<file path="config.mk">
export PLATFORM = sky130hd
export DESIGN_NAME = sr_input_conditioner
export DESIGN_NICKNAME = d
export VERILOG_FILES = /design/src/rtl/sr_input_conditioner.sv
export SDC_FILE = /design/constraint.sdc
export NUM_CORES = 1
export LEC_CHECK = 0
export CAP_MARGIN = 20
export CORE_MARGIN = 2
export CORE_UTILIZATION = 46
export CTS_BUF_LIST = sky130_fd_sc_hd__clkbuf_4
export DETAILED_ROUTE_END_ITERATION = 8
export PLACE_DENSITY_LB_ADDON = 0.05
export SLEW_MARGIN = 20
export SYNTH_ARGS = -nofsm -noshare
export SYNTH_HDL_FRONTEND = slang
export SYNTH_SLANG_ARGS = --single-unit
</file>
<file path="constraint.sdc">
create_clock -name clk -period 1.24 [get_ports clk]
set_input_delay 0.248 -clock clk [delete_from_list [all_inputs] [get_ports clk]]
set_output_delay 0.248 -clock clk [all_outputs]
set_load 0.01 [all_outputs]
</file>
<file path="src/rtl/sr_input_conditioner.sv">
// Conditions raw set/reset/enable board inputs into clean registered S/R/EN drive
// for a gated SR latch: synchronise, debounce, arbitrate, and optionally one-shot.
//
// state  | meaning
// IDLE   | waiting for a fresh, enabled set or reset press
// PULSE  | EN driven high with the latched command, pulse timer running
// HOLD   | outputs low until both buttons are released

module sr_input_conditioner #(
    parameter int SYNC_STAGES     = 2,
    parameter int DEBOUNCE_CYCLES = 16,
    parameter int EN_PULSE_CYCLES = 4,
    parameter int PULSE_MODE      = 1
) (
    input  logic clk,
    input  logic rst_n,
    input  logic btn_set,
    input  logic btn_reset,
    input  logic sw_en,
    output logic s_out,
    output logic r_out,
    output logic en_out,
    output logic illegal,
    output logic busy
);

    localparam int CH     = 3;
    localparam int CH_SET = 0;
    localparam int CH_RST = 1;
    localparam int CH_EN  = 2;
    localparam int CNT_W  = $clog2(DEBOUNCE_CYCLES);
    localparam int PCNT_W = (EN_PULSE_CYCLES > 1) ? $clog2(EN_PULSE_CYCLES) : 1;
    localparam logic [CNT_W-1:0]  CNT_LAST  = CNT_W'(DEBOUNCE_CYCLES - 1);
    localparam logic [PCNT_W-1:0] PCNT_LOAD = PCNT_W'(EN_PULSE_CYCLES - 1);

    typedef enum logic [1:0] {
        ST_IDLE  = 2'd0,
        ST_PULSE = 2'd1,
        ST_HOLD  = 2'd2
    } state_t;

    logic [CH-1:0]                  raw;
    logic [CH-1:0][SYNC_STAGES-1:0] sync_q, sync_d;
    logic [CH-1:0]                  db_q, db_d;
    logic [CH-1:0][CNT_W-1:0]       cnt_q, cnt_d;

    state_t              state_q, state_d;
    logic [PCNT_W-1:0]   pcnt_q, pcnt_d;
    logic                cmd_set_q, cmd_set_d;
    logic                s_req_prev_q, s_req_prev_d;
    logic                r_req_prev_q, r_req_prev_d;
    logic                s_out_q, s_out_d;
    logic                r_out_q, r_out_d;
    logic                en_out_q, en_out_d;
    logic                illegal_q, illegal_d;

    logic db_set, db_reset, db_en;
    logic s_req, r_req, both_req;
    logic s_rise, r_rise, abort;

    assign raw = {sw_en, btn_reset, btn_set};

    // Debounce: a new level is accepted only after DEBOUNCE_CYCLES consecutive
    // synchronised samples that disagree with the current accepted level.
    always_comb begin
        sync_d = '0;
        db_d   = db_q;
        cnt_d  = '0;
        for (int i = 0; i < CH; i++) begin
            sync_d[i] = {sync_q[i][SYNC_STAGES-2:0], raw[i]};
            if (sync_q[i][SYNC_STAGES-1] != db_q[i]) begin
                if (cnt_q[i] == CNT_LAST) begin
                    db_d[i] = sync_q[i][SYNC_STAGES-1];
                end else begin
                    cnt_d[i] = cnt_q[i] + CNT_W'(1);
                end
            end
        end
    end

    assign db_set   = db_q[CH_SET];
    assign db_reset = db_q[CH_RST];
    assign db_en    = db_q[CH_EN];

    assign s_req    = db_set & ~db_reset;
    assign r_req    = db_reset & ~db_set;
    assign both_req = db_set & db_reset;
    assign s_rise   = s_req & ~s_req_prev_q;
    assign r_rise   = r_req & ~r_req_prev_q;
    assign abort    = both_req | ~db_en;

    always_comb begin
        state_d      = state_q;
        pcnt_d       = pcnt_q;
        cmd_set_d    = cmd_set_q;
        s_req_prev_d = s_req;
        r_req_prev_d = r_req;
        s_out_d      = 1'b0;
        r_out_d      = 1'b0;
        en_out_d     = 1'b0;
        illegal_d    = both_req;

        if (PULSE_MODE == 0) begin
            state_d  = ST_IDLE;
            s_out_d  = s_req;
            r_out_d  = r_req;
            en_out_d = db_en;
        end else begin
            case (state_q)
                ST_IDLE: begin
                    if (db_en && (s_rise || r_rise)) begin
                        cmd_set_d = s_rise;
                        pcnt_d    = PCNT_LOAD;
                        state_d   = ST_PULSE;
                    end
                end
                ST_PULSE: begin
                    // Outputs are registered from the current state, so an abort
                    // must suppress them here to drop them on the very next edge.
                    if (abort) begin
                        state_d = ST_HOLD;
                    end else begin
                        en_out_d = 1'b1;
                        s_out_d  = cmd_set_q;
                        r_out_d  = ~cmd_set_q;
                        if (pcnt_q == '0) begin
                            state_d = ST_HOLD;
                        end else begin
                            pcnt_d = pcnt_q - PCNT_W'(1);
                        end
                    end
                end
                ST_HOLD: begin
                    if (!db_set && !db_reset) begin
                        state_d = ST_IDLE;
                    end
                end
                default: begin
                    state_d = ST_IDLE;
                end
            endcase
        end
    end

    always_ff @(posedge clk or negedge rst_n) begin
        if (!rst_n) begin
            sync_q       <= '0;
            db_q         <= '0;
            cnt_q        <= '0;
            state_q      <= ST_IDLE;
            pcnt_q       <= '0;
            cmd_set_q    <= 1'b0;
            s_req_prev_q <= 1'b0;
            r_req_prev_q <= 1'b0;
            s_out_q      <= 1'b0;
            r_out_q      <= 1'b0;
            en_out_q     <= 1'b0;
            illegal_q    <= 1'b0;
        end else begin
            sync_q       <= sync_d;
            db_q         <= db_d;
            cnt_q        <= cnt_d;
            state_q      <= state_d;
            pcnt_q       <= pcnt_d;
            cmd_set_q    <= cmd_set_d;
            s_req_prev_q <= s_req_prev_d;
            r_req_prev_q <= r_req_prev_d;
            s_out_q      <= s_out_d;
            r_out_q      <= r_out_d;
            en_out_q     <= en_out_d;
            illegal_q    <= illegal_d;
        end
    end

    assign s_out   = s_out_q;
    assign r_out   = r_out_q;
    assign en_out  = en_out_q;
    assign illegal = illegal_q;
    assign busy    = (state_q != ST_IDLE);

endmodule

</file>
# == Yosys cells after proc, flatten, opt, wreduce, memory -nomap -nowiden ==
# Cells that the tools add are included.
# Widths: inputs -> output; s select.
# totals
ff_bits,32
latch_bits,0
ram_bits,0
mem_bits_ro,0
input_bits,5
n_memories,0
# classes
add_sub_neg,4
mul,0
div_mod_pow,0
order_cmp,0
n_eq_ne,13
n_shift,0
muxes,21
bitwise_logic,12
reduce_logical,15
# op_table
cell,count
$mux 4,6
$mux 2,7
$add 4x1->4 const B,3
$eq 4x4->1 const B,3
$ne 2x2->1 const B,4
$reduce_and 2->1,4
$mux 1,6
$not 1->1,6
$pmux 2 s3,1
$and 1x1->1,5
$logic_not 2->1,2
$pmux 2 s2,1
$reduce_and 4->1,1
$reduce_bool 2->1,2
$ne 1x1->1,3
$ne 3x3->1 const B,1
$reduce_and 3->1,1
$eq 2x1->1 const B,1
$eq 2x2->1 const B,1
$logic_and 1x1->1,2
$logic_not 1->1,2
$sub 2x1->2 const B,1
$logic_or 1x1->1,1
$or 1x1->1,1

# == Logic depth before layout (Yosys ltp) ==
# Gate-level depths: netlist of run 1.
# logic_depth
ltp_word,7
ltp_mapped,5
depth_no_buf,5

# == Worst setup path after synthesis of run 1 ==
# Ideal clock, no wire load.
# synth_timing
path_kind,reg-to-reg
startpoint,register db_q[1]
endpoint,register cmd_set_q
setup_ns,0.125
arrival_time_ns,1.161
path_slack_ns,-0.046
stages_incl_launch_ff,5
n_path_buf,1
synth_period_minus_slack_ns,1.286
cell_sequence,dfrtp_1 > buf_6 > nor3b_2 > o211ai_2 > mux2_4
# synth_between
elab_chain_cells,6
# synth_lines
element,line,text
"start, declared",44,"logic [CH-1:0] db_q, db_d;"
"start signal, assigned",148,db_q <= '0;
"start signal, assigned",161,db_q <= db_d;
$not 1->1,85,assign s_req = db_set & ~db_reset;
$and 1x1->1,85,
$and 1x1->1,88,assign s_rise = s_req & ~s_req_prev_q;
$logic_or 1x1->1,111,if (db_en && (s_rise || r_rise)) begin
$logic_and 1x1->1,111,
$reduce_and 2->1 (no source line),n/a,
"end signal, assigned",165,cmd_set_q <= cmd_set_d;
"end, declared",49,"logic cmd_set_q, cmd_set_d;"
# Several ways; a longest one is shown, not always the timed one.
# A chain may end at the register's enable or synchronous reset.

# == Worst setup path in the final report of run 1 ==
# layout_timing
startpoint,register state_q[0]
endpoint,register state_q[1]
# layout_between
elab_chain_cells,3
# layout_lines
element,line,text
"start, declared",47,"state_t state_q, state_d;"
"start signal, assigned",163,state_q <= state_d;
$eq 2x1->1 (tied with other cells),109,case (state_q)
$ne 3x3->1 (no source line) or $ne 2x2->1 (tied branches),n/a,
$reduce_and 3->1 (no source line),n/a,
# Several ways; a longest one is shown, not always the timed one.

==> tab_implementation.tex, run 1 <==
\begin{tabular}{lr}
\hline
Metric & Value \\
\hline
\multicolumn{2}{l}{\textbf{Outcome}} \\
\quad Status & finished, violations left \\
\quad Violated checks & setup timing \\
\multicolumn{2}{l}{\textbf{Hold path}} \\
\quad Class of the tightest hold or removal check & in2async \\
\multicolumn{2}{l}{\textbf{Clock tree}} \\
\quad CTS tree & done \\
\quad \# clock sinks & 32 \\
\quad Clock Pin Slew Worst Setup and Hold Paths & 90 ps \\
\quad CTS max path bufs & 2 \\
\quad Number of buffers added by the clock tree synthesis step & 5 \\
\quad Total number of H-tree levels & 2 \\
\quad Root Buffer Master & clkbuf\_4 \\
\quad Worst-Skew Late Latency & 320 ps \\
\quad Hold buffer count at CTS & 0 \\
\multicolumn{2}{l}{\textbf{Finish}} \\
\quad Fraction of layout cells with a size suffix above 1 & 27.5\% \\
\quad Most common cell after layout, fill and taps aside & dfrtp\_1 \\
\quad Multi-input logic area & 480 um\^{}2 \\
\quad Count of inserted antenna diode cells & 0 \\
\quad Relative area change from synthesis to final layout & 22.4\% \\
\quad Fin nets & 142 \\
\quad Area of all placed cells without fillers & 1610 um\^{}2 \\
\quad Sequential Area & 801 um\^{}2 \\
\quad Fill cells & 242 \\
\quad Commonest non-fill, non-tap cells in the layout & 32 x dfrtp\_1, 16 x buf\_4, 7 x inv\_1 \\
\multicolumn{2}{l}{\textbf{Global routing}} \\
\quad Pin count of the biggest net entering global routing & 33 \\
\quad Initial antenna violation count & 0 \\
\quad Overall fraction of global-route tracks in use & 14.6\% \\
\quad Residual overflow from global routing & 0 \\
\quad First-pass GRT wire length & 3530 um \\
\quad Vias in the first global route & 839 \\
\multicolumn{2}{l}{\textbf{Power and ir drop}} \\
\quad Fraction of power consumed by sequential logic & 64.3\% \\
\quad Static Leak & 0.776 nW \\
\quad Switching power share of the total & 22.6\% \\
\quad Internal & 1.33 mW \\
\quad Pwr Density & 1070 nW/um\^{}2 \\
\quad Design Power & 1.71 mW \\
\quad Switch Pwr & 0.387 mW \\
\quad Clock share of power & 29.1\% \\
\quad Combinational share of power & 6.6\% \\
\quad Peak supply drop & 709 uV \\
\multicolumn{2}{l}{\textbf{Worst setup path}} \\
\quad Required @ worst endpoint & 1450 ps \\
\quad Endpoint arrival time on the critical path & 1470 ps \\
\quad Slack of the worst reg-to-reg path & -20 ps \\
\quad Number of buffers and inverters on the critical path & 1 \\
\quad Category of the most critical setup path & reg2reg \\
\quad CP max stage delay & 400 ps \\
\quad Highest-delay cell along the critical path & dfrtp\_1 \\
\quad Reg-to-reg startpoint & state\_q[0] \\
\quad Critical R2R Capture & state\_q[1] \\
\quad Kind of end point of the critical path & register \\
\quad Kind of launch point of the worst setup path & register \\
\quad Worst Reg-to-Reg Cells & 4 \\
\quad Crit path max-delay family & compound AO/OA/AOI/OAI gates \\
\quad Worst-path fanout max & 6 \\
\quad CP Launch Point & state\_q[0] \\
\quad Instance count on the critical path & 4 \\
\quad Setup crit end & state\_q[1] \\
\quad Ordered list of cells on the worst path & buf\_4, nor2b\_4, a21o\_2, a221o\_1 \\
\multicolumn{2}{l}{\textbf{Placement}} \\
\quad \# port buffers & 9 \\
\quad Placed Instance Area & 1530 um\^{}2 \\
\quad Detailed-placement wirelength estimate & 1380 um \\
\quad Final weighted congestion in routability-driven placement & 0.687 \\
\multicolumn{2}{l}{\textbf{Die}} \\
\quad Initial Utilization & 48.1\% \\
\quad Height of the chip & 57.5 um \\
\quad Die span in x & 57.5 um \\
\quad Site Rows & 19 \\
\quad Die Footprint & 3300 um\^{}2 \\
\quad Core area & 2730 um\^{}2 \\
\quad Top-level port count & 10 \\
\multicolumn{2}{l}{\textbf{Routing}} \\
\quad Post-route DRC & 0 \\
\quad Final ANT Viol Nets & 0 \\
\quad DRT Pass-1 Iters & 2 \\
\quad Via density & 5.08 \\
\quad Drt total wl & 2000 um \\
\quad DRT iter0 DRCs & 16 \\
\quad Routed wire per std cell & 12.4 um \\
\quad Via Count & 823 \\
\multicolumn{2}{l}{\textbf{STA}} \\
\quad Tcrit/Tclk final & 102\% \\
\quad Final number of hold-violating endpoints & 0 \\
\quad Pin slew with the least headroom to its limit & 350 ps \\
\quad Final slew viol count & 0 \\
\quad Unrepaired setup endpoints after global routing & yes \\
\quad Count of final setup violators & 2 \\
\quad Remaining max-slew budget at the tightest pin & 76.5\% \\
\quad Post-route minimum period & 1260 ps \\
\quad Setup slack of the critical path after layout & -24.2 ps \\
\quad Achievable clock frequency & 791 MHz \\
\quad Post-Route Skew & 6.62 ps \\
\multicolumn{2}{l}{\textbf{Yosys}} \\
\quad Flops \& latches, synth & 32 \\
\quad Post-Synthesis Cell Area & 1320 um\^{}2 \\
\quad Post-synth top area share & 60.9\% \\
\quad Sequential cell area fraction in the yosys report & 60.9\% \\
\quad Mean area per synthesized cell & 12.9 um\^{}2 \\
\quad Number of distinct library cell variants in the gate-level netlist after synthesis & 28 \\
\quad Post-Synthesis Net Count & 111 \\
\quad Leading area contributor after synthesis & dfrtp\_1 \\
\quad Area contributors post-synth & dfrtp\_1 61\%, xnor2\_1 4.0\%, ha\_1 3.8\%, nor2b\_1 3.3\%, mux2\_2 2.6\% \\
\quad Cells after Synth & 102 \\
\quad Count of synthesis-stage warnings from yosys & 0 \\
\multicolumn{2}{l}{\textbf{Job}} \\
\quad Max-cap violations & 0 \\
\hline
\end{tabular}
## worst min-delay path by stage
| stage | start | endpoint | depth (start not counted) |
|---|---|---|---|
| finish | rst_n | cnt_q[9] | 2 |
| global route | rst_n | cnt_q[10] | 2 |
| CTS | rst_n | cnt_q[10] | 2 |
| detailed placement | sync_d[3] | sync_q[3] | 0 |
| global placement | sync_d[3] | sync_q[3] | 0 |
| floorplan | rst_n | cmd_set_q | 0 |
## cell families after synthesis
logic type / count (synthesis) / synth area share [%]
compound gates: 15 / 7.42
xor+xnor: 6 / 4.00
fa+ha+maj: 4 / 3.81
buf+inv: 9 / 3.71
flops: 32 / 60.9
mux: 4 / 3.71
simple gates: 32 / 16.5
## power by group through the flow
stage | Sequential, mW | Combinational, mW | Clock [mW]
final | 1.10 | 0.114 | 0.498
after global routing | 1.11 | 0.130 | 0.577
after floorplan | 1.12 | 0.0478 | 0
after detailed placement | 1.12 | 0.112 | 0
after CTS | 1.10 | 0.113 | 0.529
after global placement | 1.12 | 0.109 | 0
## worst reg2reg max path: stages (launching register included)
cell and delay [ps]:
dfrtp_1 400, buf_4 140, nor2b_4 130, a21o_2 200, a221o_1 280
## synthesized netlist by cell type (all sizes together)
cell type,count
a21o,1
o21ai,3
nor2b,8
a31oi,2
and3,1
a221o,1
a21oi,6
a2bb2oi,1
mux2,4
nor3b,5
and2,1
nand2,3
inv,7
and2b,2
and4,1
ha,4
nor2,4
buf,2
xnor2,6
nand3,4
dfrtp,32
o211ai,1
nand4b,3
## area by class of cell
cell class                      instances  share of cell area (%)
Timing Repair Buffer                   26                    14.0
Multi-Input combinational cell         61                    29.9
Sequential cell                        32                    49.8
Clock buffer                            5                    2.33
Tap cell                               31                    2.41
Inverter                                7                    1.63
## what timing repair did
| item | CTS | global route |
|---|---|---|
| gates resized for setup | 7 | 8 |
| buffers inserted | 0 | 4 |
| pin swaps | 0 | 1 |
| endpoints found under the setup margin | 8 | 12 |
## registers in the layout, indices dropped and copies added, names as in the netlist
signal / flops
sync_q: 3
cnt_q: 12
r_out: 1
pcnt_q: 2
sync_d: 3
db_q: 3
s_req_prev_q: 1
cmd_set_q: 1
state_q: 2
en_out: 1
illegal: 1
s_out: 1
r_req_prev_q: 1
## layer usage
layer	up-vias	part of all wire (%)	track usage, %
li1	404	-	-
met1	399	46	15.6
met2	14	47	24.4
met3	6	4.3	6.80
met4	0	2.1	6.98
met5	-	0	0
## through the flow
| step | setup TNS (ps) | hold slack, ps | cells | util (%) | setup WS (ps) |
|---|---|---|---|---|---|
| floorplan | -37.2 | -47.6 | 102 | - | -37.2 |
| global placement | -3.89 | 332 | 153 | 56.0 | -3.89 |
| detailed placement | -51.7 | 337 | 153 | 56.0 | -42.6 |
| CTS | -192 | 278 | 158 | 57.3 | -187 |
| global route | -197 | 280 | 162 | 58.9 | -62.3 |
| finish | -30.4 | 281 | 162 | 58.9 | -24.2 |
(Power assumes the default switching activity.)
==> inputs of run 2 (changes only) <==
--- a/config.mk
+++ b/config.mk
@@ -7,7 +7,7 @@
 export LEC_CHECK = 0
 export CAP_MARGIN = 20
 export CORE_MARGIN = 2
-export CORE_UTILIZATION = 46
+export CORE_UTILIZATION = 53
 export CTS_BUF_LIST = sky130_fd_sc_hd__clkbuf_4
 export DETAILED_ROUTE_END_ITERATION = 8
 export PLACE_DENSITY_LB_ADDON = 0.05
==> constraint.sdc (replaced) <==
create_clock -name clk -period 1.24 [get_ports clk]
set_input_delay 0.248 -clock clk [delete_from_list [all_inputs] [get_ports clk]]
set_output_delay 0.248 -clock clk [all_outputs]
set_load 0.005 [all_outputs]
==> tab_implementation.tex, run 2 (same netlist as run 1, synthesis figures left out) <==
\begin{tabular}{lr}
\hline
Metric & Value \\
\hline
\multicolumn{2}{l}{\textbf{Outcome}} \\
\quad Status & finished, violations left \\
\quad Violated checks & setup timing \\
\multicolumn{2}{l}{\textbf{Die}} \\
\quad Top-level port count & 10 (unchanged) \\
\quad Initial Utilization & 54.6\% (+6.5 points) \\
\quad Core area & 2410 um\^{}2 (-12\%) \\
\quad Die Footprint & 2900 um\^{}2 (-12\%) \\
\quad Height of the chip & 53.8 um (-6.4\%) \\
\quad Site Rows & 18 (-1) \\
\quad Die span in x & 53.8 um (-6.4\%) \\
\multicolumn{2}{l}{\textbf{Worst setup path}} \\
\quad Critical R2R Capture & state\_q[1] \\
\quad Number of buffers and inverters on the critical path & 1 (unchanged) \\
\quad Kind of end point of the critical path & register \\
\quad Crit path max-delay family & compound AO/OA/AOI/OAI gates \\
\quad Slack of the worst reg-to-reg path & -70 ps (-50 ps) \\
\quad Required @ worst endpoint & 1450 ps (about the same) \\
\quad Ordered list of cells on the worst path & buf\_6, nor2b\_4, a21o\_2, a221o\_1 \\
\quad CP max stage delay & 420 ps (+20 ps) \\
\quad Category of the most critical setup path & reg2reg \\
\quad Endpoint arrival time on the critical path & 1520 ps (+50 ps) \\
\quad Worst-path fanout max & 7 (+1) \\
\quad Highest-delay cell along the critical path & dfrtp\_1 \\
\quad Kind of launch point of the worst setup path & register \\
\quad Reg-to-reg startpoint & state\_q[0] \\
\quad Worst Reg-to-Reg Cells & 4 (unchanged) \\
\multicolumn{2}{l}{\textbf{Finish}} \\
\quad Count of inserted antenna diode cells & 0 (unchanged) \\
\quad Area of all placed cells without fillers & 1700 um\^{}2 (+5.4\%) \\
\quad Register containing the most flip-flops in the final layout & cnt\_q \\
\quad Relative area change from synthesis to final layout & 29.0\% \\
\quad Commonest non-fill, non-tap cells in the layout & 32 x dfrtp\_1, 14 x buf\_4, 7 x inv\_1, 7 x clkbuf\_4 \\
\quad Most common cell after layout, fill and taps aside & dfrtp\_1 \\
\quad Fin nets & 142 (unchanged) \\
\quad Fill cells & 162 (-33\%) \\
\quad Count of non-filler cells in the finished layout & 164 (+1.2\%) \\
\quad Number of flip-flops in the largest register & 12 (unchanged) \\
\quad Fraction of layout cells with a size suffix above 1 & 35.1\% (+7.6 points) \\
\multicolumn{2}{l}{\textbf{Placement}} \\
\quad \# port buffers & 9 (unchanged) \\
\quad Placed insts & 150 (-2.0\%) \\
\quad Detailed-placement wirelength estimate & 1380 um (-0.61\%) \\
\quad Final weighted congestion in routability-driven placement & 0.696 (+1.3\%) \\
\quad Placed Instance Area & 1520 um\^{}2 (-1.1\%) \\
\multicolumn{2}{l}{\textbf{Power and ir drop}} \\
\quad Internal & 1.41 mW (+6.1\%) \\
\quad Design Power & 1.83 mW (+6.7\%) \\
\quad Static Leak & 0.799 nW (+2.9\%) \\
\quad Fraction of power consumed by sequential logic & 60.3\% (-4.0 points) \\
\quad Switch Pwr & 0.421 mW (+8.7\%) \\
\quad Pwr Density & 1080 nW/um\^{}2 (+1.2\%) \\
\quad Combinational share of power & 7.0\% (+0.4 points) \\
\quad Clock share of power & 32.7\% (+3.6 points) \\
\quad Peak supply drop & 910 uV (+28\%) \\
\quad Switching power share of the total & 23.0\% (+0.43 points) \\
\multicolumn{2}{l}{\textbf{Routing}} \\
\quad Via Count & 841 (+2.2\%) \\
\quad Final ANT Viol Nets & 0 (unchanged) \\
\quad DRT Pass-1 Iters & 4 (+2) \\
\quad Post-route DRC & 0 (unchanged) \\
\quad Drt total wl & 2340 um (+17\%) \\
\quad Routed wire per std cell & 14.2 um (+15\%) \\
\quad DRT iter0 DRCs & 7 (-9) \\
\quad Via density & 5.13 (+0.94\%) \\
\multicolumn{2}{l}{\textbf{Clock tree}} \\
\quad Total number of H-tree levels & 2 (unchanged) \\
\quad Number of buffers added by the clock tree synthesis step & 5 (unchanged) \\
\quad \# clock sinks & 32 (unchanged) \\
\quad Clock Pin Slew Worst Setup and Hold Paths & 100 ps (about the same) \\
\quad CTS tree & done \\
\quad Hold buffer count at CTS & 0 (unchanged) \\
\quad Root Buffer Master & clkbuf\_4 \\
\quad CTS max path bufs & 2 (unchanged) \\
\quad Worst-Skew Late Latency & 320 ps (about the same) \\
\multicolumn{2}{l}{\textbf{STA}} \\
\quad Hold Worst Slack & 285 ps (+3.21 ps) \\
\quad Count of final setup violators & 2 (unchanged) \\
\quad Post-route minimum period & 1310 ps (+45.2 ps) \\
\quad Final slew viol count & 0 (unchanged) \\
\quad Post-Route Skew & 5.52 ps (-1.09 ps) \\
\quad Unrepaired setup endpoints after global routing & yes \\
\quad Setup slack of the critical path after layout & -69.4 ps (-45.2 ps) \\
\quad Final number of hold-violating endpoints & 0 (unchanged) \\
\quad Remaining max-slew budget at the tightest pin & 76.4\% (-0.15 points) \\
\quad Achievable clock frequency & 764 MHz (-3.5\%) \\
\quad Pin slew with the least headroom to its limit & 352 ps (+2.19 ps) \\
\quad Tcrit/Tclk final & 106\% (+3.6 points) \\
\multicolumn{2}{l}{\textbf{Global routing}} \\
\quad Initial antenna violation count & 0 (unchanged) \\
\quad Overall fraction of global-route tracks in use & 20.3\% (+5.7 points) \\
\quad First-pass GRT wire length & 3930 um (+12\%) \\
\quad Pin count of the biggest net entering global routing & 33 (unchanged) \\
\quad Residual overflow from global routing & 0 (unchanged) \\
\quad Vias in the first global route & 906 (+8.0\%) \\
\multicolumn{2}{l}{\textbf{Hold path}} \\
\quad Class of the tightest hold or removal check & in2async \\
\multicolumn{2}{l}{\textbf{Job}} \\
\quad Max-cap violations & 0 (unchanged) \\
\hline
\end{tabular}
run 2: layer usage:
layer  vias to the layer above  GRT usage (%)  wire length, um
li1                        411              -                -
met1                       411           23.2              972
met2                        13           30.9             1240
met3                         6           6.67               63
met4                         0           16.7               59
met5                         -              0                0
run 2: worst max path at each step:
stage	slack, ps	from	end	cells after the start
2_1_floorplan	-40	db_q[0]	cmd_set_q	4
3_3_place_gp	4	state_q[1]	busy	3
3_5_place_dp	-30	pcnt_q[0]	state_q[1]	5
4_1_cts	-100	state_q[0]	busy	3
5_1_grt	-110	state_q[1]	busy	3
6_report	-70	state_q[0]	state_q[1]	4
run 2: layout make-up:
type                            instances  area, um^2  share of cell area (%)
Timing Repair Buffer                   26         231                    13.6
Inverter                                7        26.3                    1.55
Clock buffer                            7        52.6                    3.10
Tap cell                               30        37.5                    2.21
Clock inverter                          1        3.75                   0.221
Multi-Input combinational cell         61         544                    32.1
Sequential cell                        32         801                    47.2
run 2: power groups by stage:
stage / sequential (mW) / clock (mW) / combinational (mW)
floorplan: 1.12 / 0 / 0.0478
global placement: 1.12 / 0 / 0.105
detailed placement: 1.12 / 0 / 0.107
CTS: 1.10 / 0.622 / 0.109
global route: 1.11 / 0.669 / 0.150
finish: 1.10 / 0.598 / 0.127
run 2: stage by stage:
stage                     util [%]  TNS, ps  setup WS (ps)
after floorplan                  -    -37.2          -37.2
after global placement        62.9        0           3.60
after detailed placement      62.9    -47.3          -25.1
after CTS                     67.6     -157          -98.3
after global routing          70.4     -265           -110
final                         70.4    -89.8          -69.4
run 2: what timing repair did:
action | CTS | global route
setup buffers | 6 | 4
pin swaps | 3 | 5
resized for setup | 13 | 20
cloned | 0 | 0
endpoints found under the setup margin | 8 | 13
==> inputs of run 3 (changes only) <==
--- a/config.mk
+++ b/config.mk
@@ -7,7 +7,7 @@
 export LEC_CHECK = 0
 export CAP_MARGIN = 20
 export CORE_MARGIN = 2
-export CORE_UTILIZATION = 53
+export CORE_UTILIZATION = 59
 export CTS_BUF_LIST = sky130_fd_sc_hd__clkbuf_4
 export DETAILED_ROUTE_END_ITERATION = 8
 export PLACE_DENSITY_LB_ADDON = 0.05
==> constraint.sdc (replaced) <==
create_clock -name clk -period 1.5 [get_ports clk]
set_input_delay 0.3 -clock clk [delete_from_list [all_inputs] [get_ports clk]]
set_output_delay 0.3 -clock clk [all_outputs]
set_load 0.005 [all_outputs]
==> tab_implementation.tex, run 3 (same netlist as run 1, synthesis figures left out) <==
\begin{tabular}{lr}
\hline
Metric & Value \\
\hline
\multicolumn{2}{l}{\textbf{Worst setup path}} \\
\quad Highest-delay cell along the critical path & dfrtp\_1 \\
\quad Number of buffers and inverters on the critical path & 4 (+3) \\
\quad Kind of launch point of the worst setup path & register \\
\quad CP max stage delay & 390 ps (-30 ps) \\
\quad Endpoint arrival time on the critical path & 1650 ps (+130 ps) \\
\quad Worst-path fanout max & 4 (-3) \\
\quad Category of the most critical setup path & reg2reg \\
\quad Kind of end point of the critical path & register \\
\quad Cell mode on critical path & buf\_4 \\
\quad Required @ worst endpoint & 1700 ps (+250 ps) \\
\quad Crit path max-delay family & buffers and inverters \\
\quad Ordered list of cells on the worst path & nor2\_2, buf\_4, buf\_4, buf\_4, buf\_4, o211ai\_4, mux2\_4 \\
\multicolumn{2}{l}{\textbf{Global routing}} \\
\quad Vias in the first global route & 793 (-12\%) \\
\quad Residual overflow from global routing & 0 (unchanged) \\
\quad First-pass GRT wire length & 3390 um (-14\%) \\
\quad Pin count of the biggest net entering global routing & 33 (unchanged) \\
\quad Initial antenna violation count & 0 (unchanged) \\
\quad Overall fraction of global-route tracks in use & 18.1\% (-2.3 points) \\
\multicolumn{2}{l}{\textbf{Clock tree}} \\
\quad CTS tree & done \\
\quad \# clock sinks & 32 (unchanged) \\
\quad Root Buffer Master & clkbuf\_4 \\
\quad Hold buffer count at CTS & 0 (unchanged) \\
\quad Number of buffers added by the clock tree synthesis step & 5 (unchanged) \\
\quad Total number of H-tree levels & 2 (unchanged) \\
\quad Worst-Skew Late Latency & 310 ps (about the same) \\
\quad Clock Pin Slew Worst Setup and Hold Paths & 90 ps (about the same) \\
\quad CTS max path bufs & 2 (unchanged) \\
\multicolumn{2}{l}{\textbf{Placement}} \\
\quad Final weighted congestion in routability-driven placement & 0.752 (+8.0\%) \\
\quad \# port buffers & 9 (unchanged) \\
\quad Detailed-placement wirelength estimate & 1300 um (-5.2\%) \\
\multicolumn{2}{l}{\textbf{STA}} \\
\quad Pin slew with the least headroom to its limit & 352 ps (+0.158 ps) \\
\quad Achievable clock frequency & 690 MHz (-9.6\%) \\
\quad Final number of hold-violating endpoints & 0 (unchanged) \\
\quad Final slew viol count & 0 (unchanged) \\
\quad Tcrit/Tclk final & 96.6\% (-9.0 points) \\
\quad Count of final setup violators & 0 (-2) \\
\quad Unrepaired setup endpoints after global routing & no \\
\quad Sum of negative setup slack & 0 ps (+89.8 ps) \\
\quad Post-Route Skew & 3.95 ps (-1.57 ps) \\
\quad Remaining max-slew budget at the tightest pin & 76.4\% (about the same) \\
\quad Post-route minimum period & 1450 ps (+139 ps) \\
\multicolumn{2}{l}{\textbf{Finish}} \\
\quad Post-route core utilization & 72.1\% (+1.7 points) \\
\quad Fill cells & 153 (-5.6\%) \\
\quad Commonest non-fill, non-tap cells in the layout & 32 x dfrtp\_1, 8 x clkdlybuf4s50\_1, 7 x inv\_1, 7 x nor2b\_1, 7 x clkbuf\_4 \\
\quad Fin nets & 132 (-7.0\%) \\
\quad Relative area change from synthesis to final layout & 17.8\% \\
\quad Register containing the most flip-flops in the final layout & cnt\_q \\
\quad Count of inserted antenna diode cells & 0 (unchanged) \\
\quad Number of flip-flops in the largest register & 12 (unchanged) \\
\quad Most common cell after layout, fill and taps aside & dfrtp\_1 \\
\quad Fraction of layout cells with a size suffix above 1 & 20.2\% (-15 points) \\
\multicolumn{2}{l}{\textbf{Die}} \\
\quad Height of the chip & 51.2 um (-4.8\%) \\
\quad Die Footprint & 2620 um\^{}2 (-9.4\%) \\
\quad Initial Utilization & 61.2\% (+6.6 points) \\
\quad Top-level port count & 10 (unchanged) \\
\quad Die span in x & 51.2 um (-4.8\%) \\
\quad Core area & 2150 um\^{}2 (-11\%) \\
\quad Site Rows & 17 (-1) \\
\multicolumn{2}{l}{\textbf{Routing}} \\
\quad Post-route DRC & 0 (unchanged) \\
\quad Drt total wl & 1930 um (-17\%) \\
\quad DRT Pass-1 Iters & 4 (unchanged) \\
\quad Via density & 5.17 (+0.84\%) \\
\quad Via Count & 786 (-6.5\%) \\
\quad Final ANT Viol Nets & 0 (unchanged) \\
\quad DRT iter0 DRCs & 14 (+7) \\
\quad Routed wire per std cell & 12.7 um (-11\%) \\
\multicolumn{2}{l}{\textbf{Outcome}} \\
\quad Status & finished clean \\
\multicolumn{2}{l}{\textbf{Power and ir drop}} \\
\quad Combinational share of power & 5.2\% (-1.8 points) \\
\quad Fraction of power consumed by sequential logic & 62.5\% (+2.2 points) \\
\quad Pwr Density & 943 nW/um\^{}2 (-12\%) \\
\quad Static Leak & 0.734 nW (-8.2\%) \\
\quad Peak supply drop & 664 uV (-27\%) \\
\quad Switching power share of the total & 21.6\% (-1.4 points) \\
\quad Clock share of power & 32.3\% (-0.4 points) \\
\quad Switch Pwr & 0.316 mW (-25\%) \\
\quad Internal & 1.15 mW (-19\%) \\
\multicolumn{2}{l}{\textbf{Job}} \\
\quad Max-cap violations & 0 (unchanged) \\
\multicolumn{2}{l}{\textbf{Hold path}} \\
\quad Class of the tightest hold or removal check & in2async \\
\hline
\end{tabular}
## run 3: cell types whose count changed in the layout (fill, tap and decap cells not counted), sizes merged
cell	before	now
buf	17	7
clkbuf	8	7
clkdlybuf4s15	3	0
clkdlybuf4s50	4	8
## run 3: cell type report
cell class              count  area, um^2  share of cell area [%]
multi-input cells          61         477                    30.8
inverters                   7        26.3                    1.70
repair buffers             16         154                    9.94
well taps                  28        35.0                    2.26
clock buffers               7        52.6                    3.39
clock inverters             1        3.75                   0.242
flip-flops and latches     32         801                    51.7
## run 3: what timing repair did
| item | in CTS | in global routing |
|---|---|---|
| endpoints found under the hold margin | 0 | 0 |
| gates resized for setup | 2 | 1 |
| buffers inserted | 5 | 0 |
| pin swaps | 1 | 0 |
| setup endpoints to repair | 1 | 1 |
## run 3: per-layer routing
metal	up-vias	track usage [%]	routed length, um
li1	390	-	-
met1	375	21.7	871
met2	17	29.7	976
met3	4	5.26	60
met4	0	9.21	19
met5	-	0	0
## run 3: power by group through the flow
stage	registers [mW]	logic, mW	clock network, mW
final	0.913	0.0761	0.472
after global routing	0.917	0.0907	0.533
after CTS	0.913	0.0791	0.495
after detailed placement	0.930	0.0782	0
after global placement	0.928	0.0765	0
after floorplan	0.925	0.0395	0
## run 3: final timing paths
check	startpoint	endpoint	slack, ps	cells after the start
setup / recovery	state_q[1]	cmd_set_q	50	7
hold / removal	rst_n	cnt_q[5]	350	2
setup reg to reg	state_q[1]	cmd_set_q	50	7
hold reg to reg	sync_d[1]	sync_q[1]	360	0
max in group asynchronous	rst_n	sync_d[1]	990	2
min in group clk	sync_d[1]	sync_q[1]	360	0
## run 3: stage by stage
stage          power [mW]  hold WS [ps]  instances  cell area (um^2)  setup WS (ps)
3_3_place_gp         1.00           332        139              1450            159
2_1_floorplan       0.964          4.41        102              1320            214
6_report             1.46           348        152              1550           51.4
5_1_grt              1.54           356        152              1550           3.93
3_5_place_dp         1.01           343        139              1450            156
4_1_cts              1.49           343        152              1540           43.6
